File: config.mk
export PLATFORM = sky130hd
export DESIGN_NAME = pc_sequencer
export DESIGN_NICKNAME = d
export VERILOG_FILES = /design/src/rtl/cpu_pkg.sv /design/src/rtl/next_pc_calc.sv /design/src/rtl/pc_sequencer.sv
export SDC_FILE = /design/constraint.sdc
export NUM_CORES = 1
export LEC_CHECK = 0
export ABC_AREA = 1
export CORE_ASPECT_RATIO = 1.1
export CORE_MARGIN = 2
export CORE_UTILIZATION = 45
export CTS_CLUSTER_DIAMETER = 40
export DETAILED_ROUTE_END_ITERATION = 12
export PLACE_DENSITY = 0.78
export SKIP_LAST_GASP = 1
export SYNTH_ARGS = -nofsm -noshare
export SYNTH_HDL_FRONTEND = slang
export SYNTH_SLANG_ARGS = --single-unit
File: constraint.sdc
create_clock -name clk -period 2.2 [get_ports clk]
set_input_delay 0.55 -clock clk [delete_from_list [all_inputs] [get_ports clk]]
set_output_delay 0.55 -clock clk [all_outputs]
set_load 0.005 [all_outputs]
File: src/rtl/cpu_pkg.sv
// cpu_pkg: shared widths, ALU branch codes and sequencer state encoding.
package cpu_pkg;
    localparam int PC_W    = 32;
    localparam int BR_W    = 24;
    localparam int CODE_W  = 11;
    localparam int CODE_B  = 31;
    localparam int CODE_BL = 32;

    typedef enum logic [2:0] {
        IDLE   = 3'd0,
        FETCH  = 3'd1,
        DECODE = 3'd2,
        EXEC   = 3'd3,
        LINK   = 3'd4,
        COMMIT = 3'd5,
        HALT   = 3'd6
    } state_e;
endpackage

File: src/rtl/next_pc_calc.sv
// next_pc_calc: branch target / sequential next-PC and link value, purely combinational.
module next_pc_calc #(
    parameter int PC_W    = cpu_pkg::PC_W,
    parameter int BR_W    = cpu_pkg::BR_W,
    parameter int CODE_W  = cpu_pkg::CODE_W,
    parameter int CODE_B  = cpu_pkg::CODE_B,
    parameter int CODE_BL = cpu_pkg::CODE_BL
) (
    input  logic [PC_W-1:0]   pc,
    input  logic [CODE_W-1:0] alu_ctl_code,
    input  logic [BR_W-1:0]   br_address,
    output logic [PC_W-1:0]   next_pc,
    output logic [PC_W-1:0]   link_value
);
    logic            is_br;
    logic [PC_W-1:0] br_sext;

    always_comb begin
        is_br      = (alu_ctl_code == CODE_W'(CODE_B)) || (alu_ctl_code == CODE_W'(CODE_BL));
        br_sext    = {{(PC_W-BR_W){br_address[BR_W-1]}}, br_address};
        next_pc    = pc + (is_br ? br_sext : PC_W'(1));
        link_value = pc + PC_W'(1);
    end
endmodule

File: src/rtl/pc_sequencer.sv
// pc_sequencer: multi-cycle fetch/decode/execute/link/commit controller owning the PC.
module pc_sequencer #(
    parameter int              PC_W     = cpu_pkg::PC_W,
    parameter int              BR_W     = cpu_pkg::BR_W,
    parameter int              CODE_W   = cpu_pkg::CODE_W,
    parameter logic [PC_W-1:0] RESET_PC = '0,
    parameter int              CODE_B   = cpu_pkg::CODE_B,
    parameter int              CODE_BL  = cpu_pkg::CODE_BL
) (
    input  logic              clk,
    input  logic              rst_n,
    input  logic              run,
    input  logic              halt_req,
    output logic              imem_req,
    output logic [PC_W-1:0]   imem_addr,
    input  logic              imem_ack,
    input  logic [31:0]       instr,
    output logic [31:0]       instr_q,
    output logic              instr_valid,
    input  logic [CODE_W-1:0] alu_ctl_code,
    input  logic [BR_W-1:0]   br_address,
    input  logic              ex_done,
    output logic              lr_wr_en,
    output logic [PC_W-1:0]   lr_wr_data,
    input  logic              lr_wr_ack,
    output logic [PC_W-1:0]   pc,
    output logic              halted,
    output logic [2:0]        state_dbg
);
    import cpu_pkg::*;

    state_e          state_q, state_d;
    logic [PC_W-1:0] pc_q, pc_d, npc_q, npc_d, lr_q, lr_d, calc_npc, calc_link;
    logic [31:0]     instr_d;
    logic            halt_q, halt_d;

    next_pc_calc #(
        .PC_W(PC_W), .BR_W(BR_W), .CODE_W(CODE_W), .CODE_B(CODE_B), .CODE_BL(CODE_BL)
    ) u_calc (
        .pc          (pc_q),
        .alu_ctl_code(alu_ctl_code),
        .br_address  (br_address),
        .next_pc     (calc_npc),
        .link_value  (calc_link)
    );

    always_comb begin
        state_d = state_q;
        pc_d    = pc_q;
        npc_d   = npc_q;
        lr_d    = lr_q;
        instr_d = instr_q;
        // halt request is remembered from FETCH until it is honoured at COMMIT
        halt_d  = halt_q | (halt_req && state_q != IDLE && state_q != HALT);
        case (state_q)
            IDLE:    state_d = run ? FETCH : IDLE;
            FETCH: begin
                if (imem_ack) begin
                    instr_d = instr;
                    state_d = DECODE;
                end
            end
            DECODE:  state_d = EXEC;
            EXEC: begin
                if (ex_done) begin
                    npc_d = calc_npc;
                    if (alu_ctl_code == CODE_W'(CODE_BL)) begin
                        lr_d    = calc_link;
                        state_d = LINK;
                    end else begin
                        state_d = COMMIT;
                    end
                end
            end
            LINK:    state_d = lr_wr_ack ? COMMIT : LINK;
            COMMIT: begin
                pc_d    = npc_q;
                state_d = halt_d ? HALT : (run ? FETCH : IDLE);
                halt_d  = 1'b0;
            end
            HALT:    state_d = run ? HALT : IDLE;
            default: state_d = IDLE;
        endcase
    end

    always_ff @(posedge clk or negedge rst_n) begin
        if (!rst_n) begin
            state_q <= IDLE;
            pc_q    <= RESET_PC;
            npc_q   <= '0;
            lr_q    <= '0;
            instr_q <= '0;
            halt_q  <= 1'b0;
        end else begin
            state_q <= state_d;
            pc_q    <= pc_d;
            npc_q   <= npc_d;
            lr_q    <= lr_d;
            instr_q <= instr_d;
            halt_q  <= halt_d;
        end
    end

    assign imem_req    = state_q == FETCH;
    assign imem_addr   = pc_q;
    assign instr_valid = state_q == DECODE || state_q == EXEC;
    assign lr_wr_en    = state_q == LINK;
    assign lr_wr_data  = lr_q;
    assign pc          = pc_q;
    assign halted      = state_q == HALT;
    assign state_dbg   = state_q;
endmodule
==> flow_summary.ini, run 1 <==
[outcome]
status = finished with violations
violations = negative setup slack

[synth]
synth.area.top_cells = dfrtp_1, nand2_1, inv_1
synthesis.nets = 1088
yosysTopAreaCell = dfrtp_1
avgSynthCellArea_um2 = 8.02
ys_seq_elements = 132
synth_common_cells = nand2_1, dfrtp_1, inv_1, o21ai_0, nor2_1
synth_cells = 989
async_flop_share_pct = 100
synth_cell_type_count = 50
ys_seq_area_share_pct = 41.6
yosysWarnings = 0
syn-cell-area_um2 = 7930
synth_flop_cell = dfrtp_1
synth_enable_flop_cells = 0
synth_top_cell_area_share_pct = 41.6
post-synth-top-count-cell = nand2_1

[hold_path]
hold_class = input pin to async pin

[power_and_ir_drop]
p_total_mw = 9.34
power_density_nw_per_um2 = 753
leakage_nw = 5.85
peakVddDrop_uv = 567

[drt]
drc = 0
ant_nets = 0
drtIter0Drc = 412
vias_per_cell = 5.03
wl_um = 24600
via_count = 7818
post_drt_wl_per_cell_um = 15.8
drt_pass1_iterations = 5

[floorplanning]
die_w_um = 131
core_um2 = 17100
fp.dieH_um = 143
dieArea_um2 = 18700
num_io_pins = 209
rows = 50
start_util_pct = 46.3

[sta]
worstMarginPinSlew_ns = 0.535
hold_viol_final = 0
rsz0062_at_grt = true
fin_crit_sh_pct = 120
clock.fmax_mhz = 379
maxSlewHeadroom_pct = 64.3
setup_slack_ns = -0.441
slew_violations = 0
setup_viol = 28
period_needed_ns = 2.64
clock_skew_ns = 0.0137

[global_routing]
antenna_found_initial = 0
grt_use_total_pct = 25.7
grt_max_degree = 40
grt-ovfl-total = 0
grt_pass1_wl_um = 37700
grt_pass1_vias = 7773

[clock_network]
cts_sinks = 132
cts_max_level = 4
cts_tree = done
cts_max_path_buffers = 2
cts.reportedPaths.clkPinSlew_ns = 0.06
clk_latency_ns = 0.43
cts_buffers = 17
cts_root_buf = clkbuf_16

[layout]
n_antenna_cell = 0
ff_latch_area_um2 = 3310
fill_cells = 1337
layout-drive-gt1-share_pct = 30.6
finalInstanceArea_um2 = 12400
final_nets = 1407
syn_to_final_growth_pct = 56.5
multi_input_comb_area_um2 = 4440

[setup_path]
crit_type = input pin to register
cp_max_fo = 4
worstSetupStartpointType = input pin
critPathRequiredTime_ns = 2.49
arrival_ns = 2.93
end_kind = register

[placement]
dp_hpwl_um = 17800
gp_congestion = 0.896
postPlaceCellArea_um2 = 11100
io_buffers = 208

[flow_run]
drv_cap = 0
==> cell type report <==
type / count / area share (%)
multi-input combinational: 681 / 35.8
sequential: 132 / 26.7
timing repair buffer: 361 / 26.7
inverter: 115 / 3.67
clock buffer: 19 / 3.65
tap: 234 / 2.36
clock inverter: 13 / 1.21
==> power breakdown <==
group / total [mW] / switching [mW] / leakage, nW / internal [mW]
logic: 3.10 / 1.27 / 3.84 / 1.83
registers: 3.36 / 0.433 / 1.73 / 2.93
clock network: 2.89 / 1.15 / 0.278 / 1.74
==> critical path: stages <==
cell,delay (ns)
buf_2,0.10
inv_1,0.06
nand2_2,0.06
nor2_4,0.09
nand3_2,0.11
nand2_4,0.13
inv_6,0.06
or2_4,0.23
ha_4,0.16
fa_2,0.35
nand2_2,0.11
o21ai_4,0.07
nand2_1,0.07
o211ai_1,0.13
nand2_1,0.13
nand2_2,0.10
buf_4,0.16
buf_6,0.11
xnor2_2,0.11
o21ai_1,0.06
==> layout by cell type, fill, tap and decap left out, types with 5 or more instances in the layout <==
cell	count
nor3_1	8
nor2_1	46
clkdlybuf4s50_1	192
buf_6	9
nand4_1	8
xor2_1	22
nand3_1	38
nor2_4	15
inv_2	16
xnor2_2	5
mux2_2	32
ha_4	11
nor2_2	17
nand3_2	14
dfrtp_2	8
o21ai_1	24
nand2_4	5
nand2_2	29
inv_1	94
a21oi_2	13
clkbuf_16	17
ha_1	13
xnor2_1	11
a21oi_1	19
o21ai_0	50
nor3_2	5
clkinvlp_4	5
nand2_1	238
buf_12	6
buf_4	147
dfrtp_1	124
==> stage by stage <==
step / hold WS (ns) / setup TNS (ns) / cells / worst slack [ns] / util (%)
2_1_floorplan: 0.254 / -12.24 / 989 / -0.615 / -
3_3_place_gp: 0.451 / -34.29 / 1500 / -1.31 / 64.7
3_5_place_dp: 0.457 / -36.20 / 1500 / -1.34 / 64.7
4_1_cts: 0.118 / -7.17 / 1543 / -0.430 / 70.3
5_1_grt: 0.143 / -11.21 / 1555 / -0.584 / 72.4
6_report: 0.103 / -7.73 / 1555 / -0.441 / 72.4
==> flip-flops by register name, summed over array words and instances, names as in the netlist <==
name,cells
halt_q,1
lr_wr_data,32
state_dbg,3
imem_addr,32
instr_q,32
npc_q,32
==> logic make-up (layout without fill, tap and decap cells) <==
logic type                 after synthesis  in the layout  synth area share [%]
xor gates and xnor gates                39             39                  4.31
adders and majority gates               25             25                  4.04
buffers and inverters                  176            508                  10.5
muxes                                   32             32                  4.54
AOI/OAI and AO/OA                      143            143                  10.1
DFF                                    132            132                  41.6
and+or+nand+nor                        442            442                  24.9
==> final timing paths <==
path,startpoint,end,slack (ns),cells after the start
hold / removal,rst_n,lr_wr_data[2]$_DFFE_PN0P_,0.10,1
hold reg to reg,npc_q[20]$_DFFE_PN0P_,imem_addr[20]$_DFFE_PN0P_,0.47,2
min in group clk,npc_q[20]$_DFFE_PN0P_,imem_addr[20]$_DFFE_PN0P_,0.47,2
setup reg to reg,imem_addr[3]$_DFFE_PN0P_,npc_q[12]$_DFFE_PN0P_,-0.03,11
setup / recovery,alu_ctl_code[1],npc_q[12]$_DFFE_PN0P_,-0.44,20
max in group asynchronous,rst_n,state_dbg[0]$_DFFE_PN0P_,1.50,2
==> metal layers <==
layer,share of wire [%],wire length (um),vias up,global-route usage (%)
met2,50,12300,267,44.0
met3,7.0,1730,47,5.36
met4,2.4,582,0,10.3
li1,-,-,3812,-
met1,41,10100,3692,31.6
met5,0,0,-,0
==> timing repair <==
action	in CTS	in global routing
buffers inserted	11	12
hold buffers	0	0
gates cloned	0	0
pin swaps	33	43
endpoints found under the setup margin	35	43
resized for setup	110	72
No activity file was read; power rests on OpenSTA's default activity.
==> inputs of run 2 (changes only) <==
- CTS_CLUSTER_SIZE: default -> 20
==> results of run 2 <==
No change in the layout: final DEF, timing and power equal those of run 1.
==> inputs of run 3 (changes only) <==
- GPL_TIMING_DRIVEN: default -> 1
- SLEW_MARGIN: default -> 15
==> results of run 3 <==
No change in the layout: final DEF, timing and power equal those of run 1.
